`src/rtl/menu_pkg.sv`:
```
// Shared constants, state type and cursor geometry helper for the title-menu cursor.
package menu_pkg;

    localparam logic [7:0] KEY_PAGEUP = 8'h4B;
    localparam logic [7:0] KEY_PAGEDN = 8'h4E;
    localparam logic [7:0] KEY_ENTER  = 8'h28;

    localparam int Y_BASE_DEF = 276;
    localparam int Y_STEP_DEF = 64;

    typedef enum logic {
        NAV    = 1'b0,
        LOCKED = 1'b1
    } menu_state_t;

    // Screen Y of an entry; wraps modulo 1024 to fit the 10-bit sprite bus.
    function automatic logic [9:0] cursor_y(input int base, input int step, input int idx);
        return 10'(base + idx * step);
    endfunction

endpackage

```
`src/rtl/key_repeat.sv`:
```
// Press-edge detector plus hold-to-repeat timer for one navigation key.
module key_repeat
    import menu_pkg::*;
#(
    parameter logic [7:0] KEY          = KEY_PAGEDN,
    parameter int         REPEAT_DELAY = 30,
    parameter int         REPEAT_RATE  = 8
) (
    input  logic       frame_clk,
    input  logic       Reset,
    input  logic [7:0] keycode,
    input  logic [7:0] prev_key,
    output logic       step
);

    localparam logic [15:0] DELAY_C = 16'(REPEAT_DELAY);
    localparam logic [15:0] RATE_C  = 16'(REPEAT_RATE);

    logic [15:0] cnt_r;
    logic [15:0] cnt_inc_s;
    logic        rep_r;
    logic        press_s;
    logic        hold_s;
    logic        fire_s;

    // Edge/hold decode; the target switches from the initial delay to the rate after the first repeat.
    always_comb begin
        press_s   = (keycode == KEY) && (prev_key != KEY);
        hold_s    = (keycode == KEY) && (prev_key == KEY);
        cnt_inc_s = cnt_r + 16'd1;
        fire_s    = hold_s && (cnt_inc_s == (rep_r ? RATE_C : DELAY_C));
        step      = press_s || fire_s;
    end

    // Hold-frame counter; any keycode change drops back to the initial-delay phase.
    always_ff @(posedge frame_clk) begin
        if (Reset) begin
            cnt_r <= 16'd0;
            rep_r <= 1'b0;
        end else if (!hold_s) begin
            cnt_r <= 16'd0;
            rep_r <= 1'b0;
        end else if (fire_s) begin
            cnt_r <= 16'd0;
            rep_r <= 1'b1;
        end else begin
            cnt_r <= cnt_inc_s;
            rep_r <= rep_r;
        end
    end

endmodule

```
`src/rtl/menu_cursor.sv`:
```
// Title-menu cursor: keyboard navigation over NUM_OPTS entries with confirm/lock handshake.
module menu_cursor
    import menu_pkg::*;
#(
    parameter int         NUM_OPTS     = 2,
    parameter int         X_POS        = 155,
    parameter int         Y_BASE       = Y_BASE_DEF,
    parameter int         Y_STEP       = Y_STEP_DEF,
    parameter int         RESET_IDX    = 0,
    parameter bit         WRAP         = 1'b0,
    parameter logic [7:0] KEY_PREV     = KEY_PAGEUP,
    parameter logic [7:0] KEY_NEXT     = KEY_PAGEDN,
    parameter logic [7:0] KEY_SEL      = KEY_ENTER,
    parameter int         REPEAT_DELAY = 30,
    parameter int         REPEAT_RATE  = 8
) (
    input  logic                        frame_clk,
    input  logic                        Reset,
    input  logic [7:0]                  keycode,
    input  logic                        st,
    input  logic                        unlock,
    output logic [9:0]                  CursorX,
    output logic [9:0]                  CursorY,
    output logic [$clog2(NUM_OPTS)-1:0] sel_idx,
    output logic [NUM_OPTS-1:0]         mode_onehot,
    output logic                        confirm,
    output logic                        locked
);

    localparam int SW = $clog2(NUM_OPTS);
    localparam int IW = SW + 1;
    localparam logic [IW-1:0]       LAST_IDX     = IW'(NUM_OPTS - 1);
    localparam logic [SW-1:0]       RESET_SEL    = SW'(RESET_IDX);
    localparam logic [NUM_OPTS-1:0] RESET_ONEHOT = {{(NUM_OPTS-1){1'b0}}, 1'b1} << RESET_IDX;

    logic [7:0]          prev_key_r;
    logic                prev_step_s;
    logic                next_step_s;
    logic                sel_edge_s;
    menu_state_t         state_r;
    menu_state_t         state_s;
    logic [SW-1:0]       sel_r;
    logic [IW-1:0]       idx_s;
    logic [9:0]          cursor_y_r;
    logic [NUM_OPTS-1:0] onehot_r;
    logic [NUM_OPTS-1:0] onehot_s;
    logic                confirm_r;
    logic                confirm_s;
    logic                locked_r;

    key_repeat #(.KEY(KEY_PREV), .REPEAT_DELAY(REPEAT_DELAY), .REPEAT_RATE(REPEAT_RATE)) u_rep_prev (
        .frame_clk (frame_clk),
        .Reset     (Reset),
        .keycode   (keycode),
        .prev_key  (prev_key_r),
        .step      (prev_step_s)
    );

    key_repeat #(.KEY(KEY_NEXT), .REPEAT_DELAY(REPEAT_DELAY), .REPEAT_RATE(REPEAT_RATE)) u_rep_next (
        .frame_clk (frame_clk),
        .Reset     (Reset),
        .keycode   (keycode),
        .prev_key  (prev_key_r),
        .step      (next_step_s)
    );

    assign sel_edge_s  = (keycode == KEY_SEL) && (prev_key_r != KEY_SEL);
    assign CursorX     = 10'(X_POS);
    assign CursorY     = cursor_y_r;
    assign sel_idx     = sel_r;
    assign mode_onehot = onehot_r;
    assign confirm     = confirm_r;
    assign locked      = locked_r;

    // Next state, next index and confirm strobe; unlock is honoured even while st is high.
    always_comb begin
        state_s   = state_r;
        idx_s     = {1'b0, sel_r};
        confirm_s = 1'b0;
        case (state_r)
            NAV: begin
                if (st) begin
                    state_s = NAV;
                end else if (sel_edge_s) begin
                    confirm_s = 1'b1;
                    state_s   = LOCKED;
                end else if (next_step_s) begin
                    if (idx_s != LAST_IDX) begin
                        idx_s = idx_s + {{(IW-1){1'b0}}, 1'b1};
                    end else if (WRAP) begin
                        idx_s = {IW{1'b0}};
                    end else begin
                        idx_s = LAST_IDX;
                    end
                end else if (prev_step_s) begin
                    if (idx_s != {IW{1'b0}}) begin
                        idx_s = idx_s - {{(IW-1){1'b0}}, 1'b1};
                    end else if (WRAP) begin
                        idx_s = LAST_IDX;
                    end else begin
                        idx_s = {IW{1'b0}};
                    end
                end else begin
                    state_s = NAV;
                end
            end
            LOCKED: begin
                if (unlock) begin
                    state_s = NAV;
                end else begin
                    state_s = LOCKED;
                end
            end
            default: begin
                state_s = NAV;
            end
        endcase
        onehot_s = {NUM_OPTS{1'b0}};
        onehot_s[idx_s[SW-1:0]] = 1'b1;
    end

    // State, index and registered sprite/mode outputs.
    always_ff @(posedge frame_clk) begin
        if (Reset) begin
            prev_key_r <= 8'h00;
            state_r    <= NAV;
            sel_r      <= RESET_SEL;
            cursor_y_r <= cursor_y(Y_BASE, Y_STEP, RESET_IDX);
            onehot_r   <= RESET_ONEHOT;
            confirm_r  <= 1'b0;
            locked_r   <= 1'b0;
        end else begin
            prev_key_r <= keycode;
            state_r    <= state_s;
            sel_r      <= idx_s[SW-1:0];
            cursor_y_r <= cursor_y(Y_BASE, Y_STEP, int'(idx_s));
            onehot_r   <= onehot_s;
            confirm_r  <= confirm_s;
            locked_r   <= (state_s == LOCKED);
        end
    end

endmodule

```
`config.mk`:
```
export PLATFORM = sky130hd
export DESIGN_NAME = menu_cursor
export DESIGN_NICKNAME = d
export VERILOG_FILES = /design/src/rtl/menu_pkg.sv /design/src/rtl/key_repeat.sv /design/src/rtl/menu_cursor.sv
export SDC_FILE = /design/constraint.sdc
export NUM_CORES = 1
export LEC_CHECK = 0
export CAP_MARGIN = 20
export CELL_PAD_IN_SITES_DETAIL_PLACEMENT = 1
export CELL_PAD_IN_SITES_GLOBAL_PLACEMENT = 2
export CORE_AREA = 2 2 91 93
export DETAILED_ROUTE_END_ITERATION = 7
export DIE_AREA = 0 0 93 95
export PLACE_DENSITY_LB_ADDON = 0.1
export SLEW_MARGIN = 0
export SYNTH_ARGS = -nofsm -noshare
export SYNTH_HDL_FRONTEND = slang
export SYNTH_HIERARCHICAL = 1
export SYNTH_SLANG_ARGS = --single-unit
```
`constraint.sdc`:
```
create_clock -name frame_clk -period 4 [get_ports frame_clk]
set_input_delay 0.8 -clock frame_clk [delete_from_list [all_inputs] [get_ports frame_clk]]
set_output_delay 0.8 -clock frame_clk [all_outputs]
set_load 0.05 [all_outputs]
```
==> flow_summary.json, run 1 <==
{
  "clkTransAtPathRegs_ns": 0.09,
  "drc": 0,
  "grt_usage_pct": 15.5,
  "port_buffers": 17,
  "vias_per_cell": 5.06,
  "finalCritPeriodShare_pct": 72.7,
  "outcome": "finished, final reports clean",
  "skew_ns": 0.0104,
  "fmax_ghz": 0.344,
  "rrSetupSlack_ns": 1.24,
  "met2_length_microns": 3100,
  "synth_common_cells": "dfxtp_1 (46), nor2_1 (28), buf_4 (22)",
  "drtPass1Iterations": 4,
  "relSlewSlack_pct": 58.0,
  "grt_pass1_vias": 2242,
  "antenna_found_initial": 0,
  "p_comb_share_pct": 6.9,
  "ys_ff_latch": 46,
  "critical_path.endpoint_type": "register",
  "cts_tree": "done",
  "finalWirelength_microns": 6220,
  "arrival_ns": 3.10,
  "clk_latency_ns": 0.30,
  "max_cap_violations": 0,
  "slew_violations": 0,
  "worst-path-max-fanout": 6,
  "cts_root_buffer": "clkbuf_8",
  "synthesis.area_sq_um": 2780,
  "power_density_nw_per_um2": 313,
  "hold_viol": 0,
  "routabilityCongestion": 0.774,
  "p_seq_share_pct": 48.5,
  "drive_gt1_share_pct": 8.07,
  "synth_top_area_cell": "dfxtp_1",
  "antenna_cells": 0,
  "area_delta_synth_final_pct": 10.1,
  "p_total_mw": 0.958,
  "initial_utilization_pct": 35.1,
  "cts_max_level": 2,
  "cts_setup_buffers": 0,
  "dpl.hpwl_microns": 4810,
  "postCtsHoldBufs": 0,
  "synth_top_area_share_pct": 33.1,
  "clock_sinks": 46,
  "core_region_area_sq_um": 7930,
  "r2r_start": "u_rep_next/cnt_r[0]",
  "wl_met1_microns": 2940,
  "die_area_sq_um": 8840,
  "synthCells": 314,
  "tightest_slew_ns": 0.630,
  "clock_path_buffers": 2,
  "ant_nets": 0,
  "yosys-top-cells-area": "dfxtp_1 (33%), xnor2_1 (6.3%), buf_4 (5.9%)",
  "top_layer": "met4",
  "holdPathEnd": "u_rep_prev/cnt_r[0]",
  "cts_made_buffers": 5,
  "yosys_warnings": 6,
  "ir_drop_mv": 0.120,
  "grt_pass1_wl_microns": 10900,
  "synth_most_common_cell": "dfxtp_1",
  "synth-edff-count": 0,
  "finalSetupViolations": 0,
  "clkPwrFrac_pct": 44.6,
  "period_minus_slack_ns": 2.91,
  "vias": 2161,
  "reg2reg_depth": 10,
  "yosysSeqAreaShare_pct": 33.1,
  "synth.avg_cell_area_sq_um": 8.86,
  "leakage_nw": 1.03,
  "p_int_mw": 0.745,
  "cts_resized": 0,
  "worstHoldStart": "u_rep_prev/cnt_r[0]",
  "critical_path_class": "input port to register",
  "setup_tns_ns": 0,
  "ys.flop_type": "dfxtp_1",
  "p_sw_share_pct": 22.3,
  "stdcell_count": 427,
  "wl_met3_microns": 110,
  "die_x_microns": 93,
  "critPathRequiredTime_ns": 4.19,
  "overflow": 0,
  "die_height_microns": 95,
  "ioPinCount": 37,
  "switchingPower_mw": 0.213,
  "grt_start_max_net_pins": 18,
  "dpl.cell_count": 419,
  "synthArstFlopShare_pct": 0,
  "cp-start-kind": "input port",
  "rows": 33,
  "hold_path_class": "register to register",
  "r2r_end": "CursorY[6]",
  "wire_per_inst_microns": 14.6,
  "synth_cell_types": 68,
  "first_iter_violations": 33,
  "rsz0062_at_grt": "no",
  "worstHoldPathCells": 1,
  "nNetsFinal": 335
}
-- stage by stage --
| stage | setup slack (ns) | instance area (sq um) | utilization, % | hold WS [ns] |
|---|---|---|---|---|
| after floorplan | 1.45 | 2850 | - | 0.444 |
| after global placement | 0.760 | 2920 | 36.8 | 0.471 |
| after detailed placement | 0.728 | 2920 | 36.8 | 0.474 |
| after CTS | 1.03 | 3060 | 38.6 | 0.498 |
| after global routing | 0.887 | 3060 | 38.6 | 0.548 |
| final | 1.09 | 3060 | 38.6 | 0.494 |
-- layout by cell type (no fill, tap or decap), drive strengths merged, types with 3 or more instances in the layout --
cell type      synthesis  layout
nand4                  7       7
inv                   11      11
clkdlybuf4s50          0      17
a211oi                12      12
conb                   2      19
a21oi                  4       4
nor4b                  4       4
dfxtp                 46      46
xnor2                 20      20
nand2                 18      18
or4b                   4       4
clkbuf                 5       6
nor3                  20      20
xor2                  12      12
or4                    3       3
nor2                  28      28
nor4                   7       7
nand3                 16      16
nor2b                 11      11
o21ai                  3       3
and3                   4       4
o211ai                 5       5
-- how the worst max path moves through the flow --
| stage | start | to | slack (ns) | depth (start not counted) |
|---|---|---|---|---|
| 2_1_floorplan | keycode[5] | mode_onehot[0] | 1.45 | 9 |
| 3_3_place_gp | keycode[5] | mode_onehot[0] | 0.76 | 10 |
| 3_5_place_dp | keycode[6] | CursorY[6] | 0.73 | 10 |
| 4_1_cts | keycode[6] | CursorY[6] | 1.03 | 10 |
| 5_1_grt | keycode[5] | mode_onehot[0] | 0.89 | 10 |
| 6_report | keycode[5] | CursorY[6] | 1.09 | 7 |
-- critical path, cell delays in order --
cell             delay [ns]
clkdlybuf4s50_1        0.45
or4b_1                 0.58
nand4bb_4              0.26
nor4_4                 0.45
a21o_1                 0.19
nand3_1                0.09
a32o_1                 0.27
-- layout make-up --
cell class | count | area [sq um]
Fill cell | 968 | 4870
Multi-Input combinational cell | 239 | 1650
Sequential cell | 46 | 921
Timing Repair Buffer | 18 | 178
Tap cell | 105 | 131
Clock buffer | 6 | 82.6
Clock inverter | 2 | 60.1
Inverter | 11 | 41.3
-- flip-flops by register name (all words and copies together) (netlist names) --
register	flops
CursorY	1
confirm	1
locked	1
mode_onehot	1
prev_key_r	8
u_rep_next/cnt_r	16
u_rep_next/rep_r	1
u_rep_prev/cnt_r	16
u_rep_prev/rep_r	1
-- power by group through the flow --
stage | sequential [mW] | clock (mW) | combinational (mW)
2_1_floorplan | 0.475 | 0 | 0.0631
3_3_place_gp | 0.475 | 0 | 0.0658
3_5_place_dp | 0.475 | 0 | 0.0658
4_1_cts | 0.465 | 0.446 | 0.0660
5_1_grt | 0.465 | 0.463 | 0.0702
6_report | 0.465 | 0.427 | 0.0661
-- metal layers --
layer / track usage, % / up-vias
li1: - / 1102
met1: 19.1 / 1037
met2: 28.0 / 16
met3: 2.87 / 6
met4: 3.68 / 0
met5: 0 / -
-- logic make-up (layout without fill, tap and decap cells) --
kind of cell	after synthesis	after routing	share of synthesized area [%]
and+or+nand+nor	140	140	31.4
DFF	46	46	33.1
buffers and inverters	46	37	9.94
AOI/OAI and AO/OA	45	45	13.9
xor gates and xnor gates	32	32	10.1
adders and majority gates	2	2	0.900
other	2	19	0.270
muxes	1	1	0.360
Note: power is estimated with default switching activity, not from simulation.
==> run 2, diff against run 1 <==
CORE_AREA = 2 2 100 102   (was 2 2 91 93)
DIE_AREA = 0 0 102 104   (was 0 0 93 95)
clock period = 2.61 ns   (was 4 ns; I/O delays follow)
==> run 2 against run 1 <==
Power is 34% higher. Largest power group unchanged. Non-clock buffer count is 29 higher. Critical path depth stayed put. Utilization is 4.1 points lower. Worst setup slack worse by 0.94 ns. Routed wire length is 7.2% higher. Worst hold slack better by 0.011 ns. Sequential share of layout area is 2.2 points lower. Flip-flop and latch count stayed put. Critical endpoint is now u_rep_prev/cnt_r[10]. Design area is 7.7% higher. Global-route usage is 2.2 points lower.
==> flow_summary.json, run 2 (synthesized netlist as in run 1, its figures left out) <==
{
  "relSlewSlack_pct": 60.0,
  "r2r_end": "CursorY[6]",
  "drive_gt1_share_pct": 16.8,
  "finalWorstSetupSlack_ns": 0.149,
  "final_cell_mix": "dfxtp_1 (46), buf_4 (30), nor2_1 (28)",
  "register_area_sq_um": 921,
  "worstHoldStart": "u_rep_next/rep_r",
  "grt_usage_pct": 13.3,
  "fmax_ghz": 0.406,
  "cpMaxStageDelayCell": "or4b_1",
  "antenna_cells": 0,
  "layout_commonest_cell": "dfxtp_1",
  "crit_chain": "clkdlybuf4s50_1, or4b_1, nand4bb_4, buf_4, or2_1, buf_4, nor2_1",
  "ir_drop_mv": 0.195,
  "grt_util_met3_pct": 2.22,
  "grt.busiest_layer": "met2",
  "p_int_mw": 0.952,
  "cts_root_buffer": "clkbuf_8",
  "cts_max_level": 2,
  "reg_top3": "u_rep_next/cnt_r: 16 flops, u_rep_prev/cnt_r: 16 flops, prev_key_r: 8 flops",
  "r2r_start": "u_rep_prev/cnt_r[1]",
  "hold_viol": 0,
  "die_height_microns": 104,
  "clock_path_buffers": 2,
  "rows": 36,
  "grt_pass1_wl_microns": 11500,
  "drc": 0,
  "area_delta_synth_final_pct": 18.6,
  "dpl.hpwl_microns": 5230,
  "critical_path_class": "input port to register",
  "crit_top_cell": "buf_4",
  "rrSetupSlack_ns": 0.18,
  "nNetsFinal": 364,
  "crit_family": "simple AND/OR/NAND/NOR gates",
  "postCtsHoldBufs": 0,
  "cts_resized": 0,
  "finalSetupViolations": 0,
  "antenna_found_initial": 0,
  "slew_violations": 0,
  "rsz0062_at_grt": "yes",
  "power_density_nw_per_um2": 389,
  "cp-start-kind": "input port",
  "worst-path-max-fanout": 12,
  "pre_cts_ws_ns": -0.291,
  "holdPathEnd": "u_rep_next/rep_r",
  "reg2reg_depth": 8,
  "ant_nets": 0,
  "critical_path.endpoint_type": "register",
  "first_iter_violations": 35,
  "clk_latency_ns": 0.30,
  "p_seq_share_pct": 55.6,
  "vias_per_cell": 4.68,
  "drtPass1Iterations": 4,
  "p_sw_share_pct": 25.8,
  "period_minus_slack_ns": 2.46,
  "clkPwrFrac_pct": 36.0,
  "switchingPower_mw": 0.331,
  "arrival_ns": 2.70,
  "leakage_nw": 1.14,
  "cts_tree": "done",
  "cts_setup_buffers": 0,
  "max_stage_delay_ns": 0.57,
  "cts_made_buffers": 5,
  "initial_utilization_pct": 29.1,
  "hold_path_class": "register to register",
  "grt_start_max_net_pins": 18,
  "fill_cells": 1165,
  "wire_per_inst_microns": 13.8,
  "clock_sinks": 46,
  "p_total_mw": 1.28,
  "critPathRequiredTime_ns": 2.85,
  "port_buffers": 17,
  "holdWs_ns": 0.505,
  "multi_input_area_sq_um": 1680,
  "ioPinCount": 37,
  "max_cap_violations": 0,
  "finalWirelength_microns": 6670,
  "overflow": 0,
  "skew_ns": 0.00930,
  "outcome": "finished, final reports clean",
  "tightest_slew_ns": 0.594,
  "finalCritPeriodShare_pct": 94.3,
  "use_met2_pct": 23.3,
  "crit_buf_inv": 3,
  "die_x_microns": 102,
  "grt_pass1_vias": 2390,
  "clkTransAtPathRegs_ns": 0.09,
  "core_region_area_sq_um": 9550,
  "worstHoldPathCells": 1,
  "use_met1_pct": 16.9,
  "p_comb_share_pct": 8.5,
  "vias": 2265,
  "die_area_sq_um": 10600,
  "routabilityCongestion": 0.749
}
run 2: cell types whose count changed in the layout (fill, tap and decap cells not counted):
cell,previous run,this run
a311oi_1,2,1
a311oi_2,0,1
buf_4,1,30
bufinv_16,2,0
clkinv_2,0,1
clkinvlp_4,0,1
ha_1,2,1
ha_4,0,1
nor4_1,5,4
nor4_2,0,1
nor4b_1,3,2
nor4b_2,0,1
run 2: worst max-delay path by stage:
stage / from / to / cells after the start
floorplan: u_rep_prev/cnt_r[0] / CursorY[6] / 9
global placement: keycode[5] / mode_onehot[0] / 9
detailed placement: keycode[5] / mode_onehot[0] / 9
CTS: keycode[5] / mode_onehot[0] / 9
global route: keycode[4] / mode_onehot[0] / 9
finish: keycode[5] / u_rep_prev/cnt_r[10] / 7
run 2: per-layer routing:
metal	part of all wire (%)	vias to the layer above	wire length (microns)
met4	0.66	0	44
met5	0	-	0
met1	48	1097	3180
li1	-	1154	-
met3	1.6	2	108
met2	50	12	3330
run 2: stage by stage:
| step | std cells | area (sq um) | utilization, % | setup TNS (ns) |
|---|---|---|---|---|
| floorplan | 331 | 2850 | - | 0 |
| global route | 484 | 3300 | 34.5 | -0.00407 |
| detailed placement | 476 | 3170 | 33.2 | -5.95 |
| global placement | 476 | 3170 | 33.2 | -4.67 |
| finish | 484 | 3300 | 34.5 | 0 |
| CTS | 484 | 3270 | 34.2 | 0 |
run 2: layout make-up:
| class | instances | share of cell area (%) |
|---|---|---|
| Multi-Input combinational cell | 239 | 50.9 |
| Sequential cell | 46 | 27.9 |
| Inverter | 11 | 1.25 |
| Clock inverter | 2 | 0.379 |
| Tap cell | 133 | 5.05 |
| Clock buffer | 6 | 2.50 |
| Timing Repair Buffer | 47 | 12.0 |
run 2: power groups by stage:
| stage | registers (mW) | clock network [mW] | logic, mW |
|---|---|---|---|
| floorplan | 0.728 | 0 | 0.0966 |
| global placement | 0.728 | 0 | 0.108 |
| detailed placement | 0.729 | 0 | 0.108 |
| CTS | 0.713 | 0.493 | 0.108 |
| global route | 0.714 | 0.522 | 0.115 |
| finish | 0.712 | 0.461 | 0.109 |
run 2: worst register-to-register path, stage by stage, from the launching register on:
cell and delay, ns:
dfxtp_1 0.37, ha_4 0.29, inv_1 0.05, or4_1 0.51, a311o_1 0.41, nor4_4 0.17
a21o_1 0.18, nand3_1 0.09, a32o_1 0.27
